$ cat config.mk
export PLATFORM = sky130hd
export DESIGN_NAME = trace_field_check
export DESIGN_NICKNAME = d
export VERILOG_FILES = /design/src/rtl/cpu_checker_pkg.sv /design/src/rtl/trace_field_check.sv
export SDC_FILE = /design/constraint.sdc
export NUM_CORES = 1
export LEC_CHECK = 0
export BUFFER_PORTS_ARGS = -buffer_cell sky130_fd_sc_hd__buf_4
export CELL_PAD_IN_SITES_DETAIL_PLACEMENT = 1
export CELL_PAD_IN_SITES_GLOBAL_PLACEMENT = 1
export CORE_ASPECT_RATIO = 0.8
export CORE_MARGIN = 3
export CORE_UTILIZATION = 17
export DETAILED_ROUTE_END_ITERATION = 10
export PLACE_DENSITY_LB_ADDON = 0.15
export SYNTH_ARGS = -nofsm -noshare
export SYNTH_HDL_FRONTEND = slang
export SYNTH_SLANG_ARGS = --single-unit
$ cat constraint.sdc
create_clock -name vclk -period 2.9
set_input_delay 0.58 -clock vclk [all_inputs]
set_output_delay 0.58 -clock vclk [all_outputs]
set_load 0.1 [all_outputs]
$ cat src/rtl/cpu_checker_pkg.sv
// Shared types, codes and character-class helpers for the CPU trace checker.
package cpu_checker_pkg;

  typedef enum logic [3:0] {
    IDLE, TIME, AT, PC, COLON_SP, GRF, ADDR, PRE_LT, EQ, DATA_SP, DATA, DONE_R, DONE_M
  } state_t;

  localparam logic [1:0] FMT_NONE = 2'b00;
  localparam logic [1:0] FMT_REG  = 2'b01;
  localparam logic [1:0] FMT_MEM  = 2'b10;

  localparam int ERR_TIME = 0;
  localparam int ERR_PC   = 1;
  localparam int ERR_ADDR = 2;
  localparam int ERR_GRF  = 3;

  function automatic logic is_dec(input logic [7:0] c);
    return (c >= 8'h30) && (c <= 8'h39);
  endfunction

  function automatic logic is_hex(input logic [7:0] c, input logic upper);
    return is_dec(c) || ((c >= 8'h61) && (c <= 8'h66)) ||
           (upper && (c >= 8'h41) && (c <= 8'h46));
  endfunction

  // Letters 'a'/'A' have low nibble 1, so +9 maps both cases onto 10..15.
  function automatic logic [3:0] hex_val(input logic [7:0] c);
    if (is_dec(c)) return c[3:0];
    return c[3:0] + 4'd9;
  endfunction

endpackage

$ cat src/rtl/trace_field_check.sv
// Combinational range, alignment and period checks on one decoded trace line.
module trace_field_check
  import cpu_checker_pkg::*;
#(
  parameter int          GRF_NUM = 32,
  parameter logic [31:0] PC_LO   = 32'h0000_3000,
  parameter logic [31:0] PC_HI   = 32'h0000_4fff,
  parameter logic [31:0] ADDR_LO = 32'h0000_0000,
  parameter logic [31:0] ADDR_HI = 32'h0000_2fff
) (
  input  logic [31:0] time_val,
  input  logic [15:0] freq,
  input  logic [31:0] pc,
  input  logic [31:0] idx,
  input  logic        is_mem,
  output logic [3:0]  error_code
);

  // Offset compare: below-range values wrap to a huge offset and fail too.
  function automatic logic in_range(input logic [31:0] v, input logic [31:0] lo,
                                    input logic [31:0] hi);
    return (v - lo) <= (hi - lo);
  endfunction

  logic [31:0] period_mask;
  assign period_mask = ({16'd0, freq} >> 1) - 32'd1;

  always_comb begin
    error_code           = '0;
    error_code[ERR_TIME] = (time_val != 32'd0) && ((time_val & period_mask) != 32'd0);
    error_code[ERR_PC]   = !in_range(pc, PC_LO, PC_HI) || (pc[1:0] != 2'b00);
    error_code[ERR_GRF]  = !is_mem && (idx >= 32'(GRF_NUM));
    error_code[ERR_ADDR] = is_mem && (!in_range(idx, ADDR_LO, ADDR_HI) || (idx[1:0] != 2'b00));
  end

endmodule

==> metrics, run 1 <==
Die Width=80.30 µm; die area=5254 µm²; hold path start=is_mem; combinational power share=100.0%; drt pass-1 iters=4; most common cell in the netlist=nor4_1; largest cells by area after synthesis=nor4_1, xnor2_1, nand4_1, nand2_1, xor2_1; RSZ-0062 raised after global routing=yes; Die H=65.44 µm; Starting DRT DRC Count=25; detail-routed via count per cell=4.889; routed len/inst=15.25 µm; post-route setup slack=-78.70 ps; WP data required=2320 ps; Mapped Area=750.7 µm²; Slew Viols, Final=0; routed wire length=4.530 mm; ratio of cells with drive above 1 in the final layout=64.05%; P&R area growth vs syn=159.5%; Pint=140.2 µW; Tmin final=2979 ps; IO Pins=117; antenna viol nets, final=0; final hold vios=0; Finished Cell Area=1948 µm²; IO Port Bufs=113; Tcrit/Tclk final=102.7%; Critical Path Start=freq[9]; Clock power frac=0%; DRC=0; largest net degree at the start of global routing=7; routed vias=1452; Initial Utilization=18.63%; Seq/Total Area, Yosys=0%; Setup Viol. Count Final=2; sw power=87.32 µW; grt ovf=0; Post-synth top cells=nor4_1, nand2_1, nor2_1; Syn. warnings=0; Static Leakage=0.0008779 µW; Seq. cell area=0 µm²; CP arrival=2400 ps; peak supply drop=0.00005030 V; initial antenna violation count=0; worst slew pin tran=478.9 ps; max-cap viol count=0; Yosys cell types=36; core area=4029 µm²; fmax=335.7 MHz; first-pass GRT wire length=6.665 mm; syn nets=226; Ant. Diodes=0; post-synthesis average cell area=6.825 µm²; CP Max Fanout=3; RePlAce Congestion=0.8442; DP Area=1785 µm²; Worst slew margin=67.25%; PwrDens=116.8 nW/µm²; hold crit path type=primary input to primary output; DPL Wire Length=3.997 mm; Net Sw Frac=38.38%; critical path type=primary input to primary output; Seq pwr share=0%; Hold WS=1505 ps; cells after synthesis=110; vias in the first global route=1500; Seq Cell Count=0; top cell type's share of synthesized area=10.83%; gr usage total=15.36%; clock buffers=0; row cnt=20; outcome=finished, violations left; Critical Path Sink Type=primary output; leading area contributor after synthesis=nor4_1; failing checks=negative setup slack; Hold Buf Count CTS=0; fillers=515; Startpoint Class=primary input; nets@finish=360
[placed cells by master, fill, tap and decap left out, types with 2 or more instances in the layout]
cell      count
nand4_1       8
buf_8         3
nand3_1       3
nor2_1        9
xor2_1        4
a21oi_1       2
buf_6         5
buf_4       124
a222oi_1      2
nor3_1        4
nor4_4        2
or4_4         2
ha_1          2
or3_4         2
inv_1         4
nand2_1      12
inv_4         2
o21ai_1       2
xnor2_1       7
nor4_1       13
or4_1         3
[through the flow]
stage	power [µW]	instances	util, %	setup TNS (ps)	worst slack, ps
after floorplan	56.64	110	-	-937.1	-494.8
after global placement	204.2	292	44.32	-129.5	-84.66
after detailed placement	212.8	292	44.32	-302.0	-191.5
after CTS	217.7	293	45.68	-167.5	-87.78
after global routing	246.6	297	48.35	-360.7	-183.8
final	227.5	297	48.35	-137.4	-78.70
[layer usage]
layer / global-route usage [%] / vias up / routed length, µm
li1: - / 713 / -
met5: 0 / - / 0
met3: 2.329 / 4 / 445
met1: 16.80 / 666 / 1551
met2: 31.92 / 69 / 2497
met4: 0.8439 / 0 / 37
[cell type report]
type               instances  area [µm²]  share of cell area [%]
repair buffers           132        1032                   52.99
well taps                 55       68.82                   3.532
inverters                  6       27.53                   1.413
multi-input cells        104       819.5                   42.07
[power groups by stage]
stage	clock network [µW]	registers, µW	logic (µW)
after global placement	0	0	204
after floorplan	0	0	56.6
final	0	0	228
after CTS	0	0	218
after global routing	0	0	247
after detailed placement	0	0	213
[critical path, cell delays in order]
cell      delay (ps)
buf_6             90
or4_4            530
or3_4            370
nor2_4           110
xor2_2            70
a221oi_2         250
nand4_1          180
buf_8            210
[cell families after synthesis]
group                    synth area share, %
multiplexers                           1.500
XOR/XNOR                               14.00
adder cells (fa/ha/maj)                5.001
AND/OR/NAND/NOR                        56.34
buffers and inverters                  3.000
AO/OA/AOI/OAI                          20.17
[worst paths after layout]
check / cells after the start / slack, ps / to
max: 8 / -80 / error_code[0]
min: 3 / 1500 / error_code[3]
[timing repair]
item	CTS	global route
pin swaps	4	6
endpoints found under the setup margin	2	2
resized for setup	11	20
buffers inserted	1	4
Power figures use the tool's default switching activity.
==> inputs of run 2 (changes only) <==
==> constraint.sdc (replaced) <==
create_clock -name vclk -period 3.4
set_input_delay 0.68 -clock vclk [all_inputs]
set_output_delay 0.68 -clock vclk [all_outputs]
set_load 0.1 [all_outputs]
==> run 2 against run 1 <==
  * The run now ends clean
  * Non-clock buffer count shrank 17
  * Critical path depth is the same
  * Cell count decreased by 5.7%
  * Routed wire length is 11% lower
  * Sequential cell count stayed put
  * Utilization decreased by 6.3 points
  * Die area stayed put
  * First-iteration DRC count is 20% lower
  * Critical path type unchanged
  * Largest power group unchanged
==> metrics, run 2 (synthesized netlist as in run 1, its figures left out) <==
Starting DRT DRC Count=20 (-20%); DRC=0 (unchanged); antenna viol nets, final=0 (unchanged); initial antenna violation count=0 (unchanged); clock buffers=0 (unchanged); power after layout=168.9 µW (-26%); routed wire length=4.015 mm (-11%); Tmin final=3268 ps; RSZ-0062 raised after global routing=no; WP data required=2720 ps (+400 ps); critical path type=primary input to primary output; row cnt=20 (unchanged); Tcrit/Tclk final=96.11%; outcome=finished clean; Initial Utilization=18.63% (unchanged); PwrDens=99.76 nW/µm² (-15%); CP arrival=2590 ps (+190 ps); gr usage total=14.10% (-1.3 points); CP Max Fanout=6 (+3); vias in the first global route=1425 (-5.0%); RePlAce Congestion=0.7757 (-8.1%); ratio of cells with drive above 1 in the final layout=54.22% (-9.8 points); core area=4029 µm² (unchanged); most frequent cells in the layout=buf_4, nor4_1, nand2_1, nor2_1, nand4_1; fmax=306.0 MHz; fillers=518 (+0.58%); first-pass GRT wire length=6.223 mm (-6.6%); Hold Buf Count CTS=0 (unchanged); routed len/inst=14.34 µm (-6.0%); Critical Path Max Stage Delay=540 ps (about the same); Hold WS=1706 ps (+201.1 ps); Seq. cell area=0 µm² (unchanged); Critical Path Sink Type=primary output; hold crit path type=primary input to primary output; worst slew pin tran=409.0 ps (-69.84 ps); Startpoint Class=primary input; nets@finish=343 (-4.7%); Die H=65.44 µm (unchanged); final hold vios=0 (unchanged); Slew Viols, Final=0 (unchanged); DPL Wire Length=3.714 mm (-7.1%); P&R area growth vs syn=125.5%; crit path cell chain=buf_4, or4_1, or3_4, nor2_2, xor2_1, a221oi_1, nand4_1, buf_6; IO Port Bufs=113 (unchanged); largest net degree at the start of global routing=7 (unchanged); most common cell after layout, fill and taps aside=buf_4; Worst slew margin=72.02% (+4.8 points); Static Leakage=0.0007665 µW (-13%); drt pass-1 iters=4 (unchanged); setup TNS=0 ps (+137.4 ps); IO Pins=117 (unchanged); Ant. Diodes=0 (unchanged); detail-routed via count per cell=4.868 (-0.43%); max-cap viol count=0 (unchanged); slowest CP cell=or4_1; peak supply drop=0.00003315 V (-34%); Die Width=80.30 µm (unchanged); grt ovf=0 (unchanged); die area=5254 µm² (unchanged); Setup Viol. Count Final=0 (-2); routed vias=1363 (-6.1%); Seq Cell Count=0 (unchanged)
## run 2: final timing paths
kind                  startpoint             to  slack [ps]  cells past startpoint
worst min-delay path      is_mem  error_code[3]        1710                      3
worst max-delay path     freq[9]  error_code[0]         130                      8
## run 2: cell type report
cell class / instances / area [µm²] / area share (%)
repair buffers: 115 / 867.1 / 51.22
inverters: 6 / 22.52 / 1.330
well taps: 55 / 68.82 / 4.065
multi-input cells: 104 / 734.5 / 43.39
## run 2: metal layers
metal	GRT usage (%)	part of all wire [%]	wire length, µm
met1	16.31	37	1488
met2	28.62	53	2125
met3	1.644	9.3	372
met4	0.6329	0.67	27
met5	0	0	0
## run 2: per-stage QoR
stage               setup WS [ps]  area [µm²]  utilization [%]  std cells
finish                      132.3        1693            42.02        280
CTS                         96.17        1682            41.74        279
floorplan                  -194.8       757.0                -        110
global route                9.819        1693            42.02        280
global placement            191.5        1682            41.74        279
detailed placement          97.87        1682            41.74        279
## run 2: what timing repair did
item                       CTS  global route
setup endpoints to repair    0             1
hold endpoints to repair     0             0
buffers inserted             0             1
gates resized for setup      0             1
## run 2: power breakdown
group	total [µW]	internal, µW	switching [µW]
registers	0	0	0
logic	169	104	64.8
clock network	0	0	0
total	169	104	64.8
## run 2: critical path, delay by kind of cell
kind                      cells  cell delay [ps]
and+or+nand+nor               4             1170
buffers and inverters         2              350
AOI/OAI and AO/OA             1              300
xor gates and xnor gates      1               70
==> inputs of run 3 (changes only) <==
--- a/config.mk
+++ b/config.mk
@@ -8,11 +8,12 @@
 export BUFFER_PORTS_ARGS = -buffer_cell sky130_fd_sc_hd__buf_4
 export CELL_PAD_IN_SITES_DETAIL_PLACEMENT = 1
 export CELL_PAD_IN_SITES_GLOBAL_PLACEMENT = 1
-export CORE_ASPECT_RATIO = 0.8
+export CORE_ASPECT_RATIO = 0.6
 export CORE_MARGIN = 3
 export CORE_UTILIZATION = 17
 export DETAILED_ROUTE_END_ITERATION = 10
 export PLACE_DENSITY_LB_ADDON = 0.15
+export RECOVER_POWER = 50
 export SYNTH_ARGS = -nofsm -noshare
 export SYNTH_HDL_FRONTEND = slang
 export SYNTH_SLANG_ARGS = --single-unit
==> run 3 against run 2 <==
  * Worst setup slack lost 40 ps
  * Via count grew 2.4%
  * Global-route usage grew 1.0 points
  * Critical endpoint unchanged
  * Die area grew 0.41%
  * Non-clock buffer count grew 5
  * Sequential cell count is the same
  * Critical path depth is the same
  * Clock-buffer cell count is the same
  * Highest routed layer unchanged
==> metrics, run 3 (synthesized netlist as in run 1, its figures left out) <==
Die Width=91.79 µm (+14%); crit path cell chain=buf_4, or4_1, or3_4, nor2_2, xor2_1, a221oi_1, nand4_1, buf_4; RePlAce Congestion=0.8182 (+5.5%); Die H=57.48 µm (-12%); initial antenna violation count=0 (unchanged); routed vias=1396 (+2.4%); fmax=302.3 MHz (-1.2%); P&R area growth vs syn=130.5%; Initial Utilization=17.92% (-0.71 points); first-pass GRT wire length=6.596 mm (+6.0%); most common cell after layout, fill and taps aside=buf_4; Worst slew margin=64.00% (-8.0 points); final hold vios=0 (unchanged); routed len/inst=14.92 µm (+4.1%); Static Leakage=0.0007893 µW (+3.0%); post-route setup slack=92.54 ps (-39.77 ps); peak supply drop=0.00003720 V (+12%); WP data required=2720 ps (about the same); Starting DRT DRC Count=40 (+100%); row cnt=18 (-10%); ratio of cells with drive above 1 in the final layout=55.22% (+1.0 points); depth of the worst hold-timing path=3 (unchanged); Slew Viols, Final=0 (unchanged); largest net degree at the start of global routing=7 (unchanged); slowest CP cell=or4_1; Cell Count, Final, Fillers Out=290 (+3.6%); clock buffers=0 (unchanged); core area=4189 µm² (+4.0%); RSZ-0062 raised after global routing=no; DPL Wire Length=3.993 mm (+7.5%); worst slew pin tran=542.3 ps (+133.2 ps); PwrDens=101.4 nW/µm² (+1.7%); hold crit path type=primary input to primary output; antenna viol nets, final=0 (unchanged); nets@finish=348 (+1.5%); Critical Path Max Stage Delay=540 ps (about the same); IO Pins=117 (unchanged); drt pass-1 iters=4 (unchanged); Seq Cell Count=0 (unchanged); Seq. cell area=0 µm² (unchanged); die area=5276 µm² (+0.41%); dpl ws=104.0 ps (+6.100 ps); routed wire length=4.328 mm (+7.8%); Tcrit/Tclk final=97.28% (+1.2 points); max-cap viol count=0 (unchanged); gr usage total=15.10% (+1.0 points); Critical Path Sink Type=primary output; Setup Viol. Count Final=0 (unchanged); critical path type=primary input to primary output; most frequent cells in the layout=buf_4, nor4_1, nand2_1, nor2_1, nand4_1; placed cell count=289 (+3.6%); CP arrival=2630 ps (+40 ps); Startpoint Class=primary input; Critical Path Start=freq[9]; DRC=0 (unchanged); vias in the first global route=1411 (-0.98%); Tmin final=3307 ps (+39.77 ps); CP Max Fanout=6 (unchanged); detail-routed via count per cell=4.814 (-1.1%); Worst Hold End=error_code[3]; Hold Buf Count CTS=0 (unchanged); IO Port Bufs=113 (unchanged); Most Frequent Cell on Critical Path=buf_4; grt ovf=0 (unchanged); hold path start=is_mem; outcome=finished clean; Ant. Diodes=0 (unchanged)
-- run 3: changes by cell type in the layout (fill, tap and decap cells not counted), sizes merged --
cell	before	now
buf	115	119
clkbuf	0	1
-- run 3: layout make-up --
type / count / area, µm²
fill: 563 / 2459
timing repair buffer: 120 / 898.4
multi-input combinational: 104 / 734.5
tap: 60 / 75.07
inverter: 6 / 22.52
-- run 3: worst max path at each step --
stage,end,slack (ps),depth (start not counted)
after floorplan,error_code[0],-190,6
after global placement,error_code[0],170,8
after detailed placement,error_code[0],100,8
after CTS,error_code[0],100,8
after global routing,error_code[0],6,11
final,error_code[0],90,8
-- run 3: metrics by stage --
stage	hold slack (ps)	utilization, %	cell area [µm²]	power (µW)	TNS, ps
5_1_grt	1709	41.31	1730	190.5	0
6_report	1702	41.31	1730	175.5	0
4_1_cts	1706	41.19	1725	176.9	0
3_3_place_gp	1699	41.19	1725	174.0	0
2_1_floorplan	1696	-	757.0	48.00	-337.1
3_5_place_dp	1705	41.19	1725	176.4	0
-- run 3: timing repair --
| item | 4_1_cts | 5_1_grt |
|---|---|---|
| setup buffers | 0 | 1 |
| setup endpoints to repair | 0 | 1 |
| gates resized for setup | 0 | 0 |
| hold endpoints to repair | 0 | 0 |
-- run 3: layer usage --
layer  global-route usage, %  share of wire [%]  up-vias
met5                       0                  0        -
met4                       0               0.21        0
met3                   2.899                 10        2
met2                   24.20                 43       73
met1                   22.41                 46      633
li1                        -                  -      688
-- run 3: where the power goes --
part	internal, µW	switching [µW]	total, µW
Clock	0	0	0
Combinational	108	67.8	175
Sequential	0	0	0
Total	108	67.8	175
-- run 3: worst max-delay path, delay by kind of cell --
kind / cells / cell delay (ps)
and+or+nand+nor: 4 / 1160
xor gates and xnor gates: 1 / 70
buffers and inverters: 2 / 390
AOI/OAI and AO/OA: 1 / 320
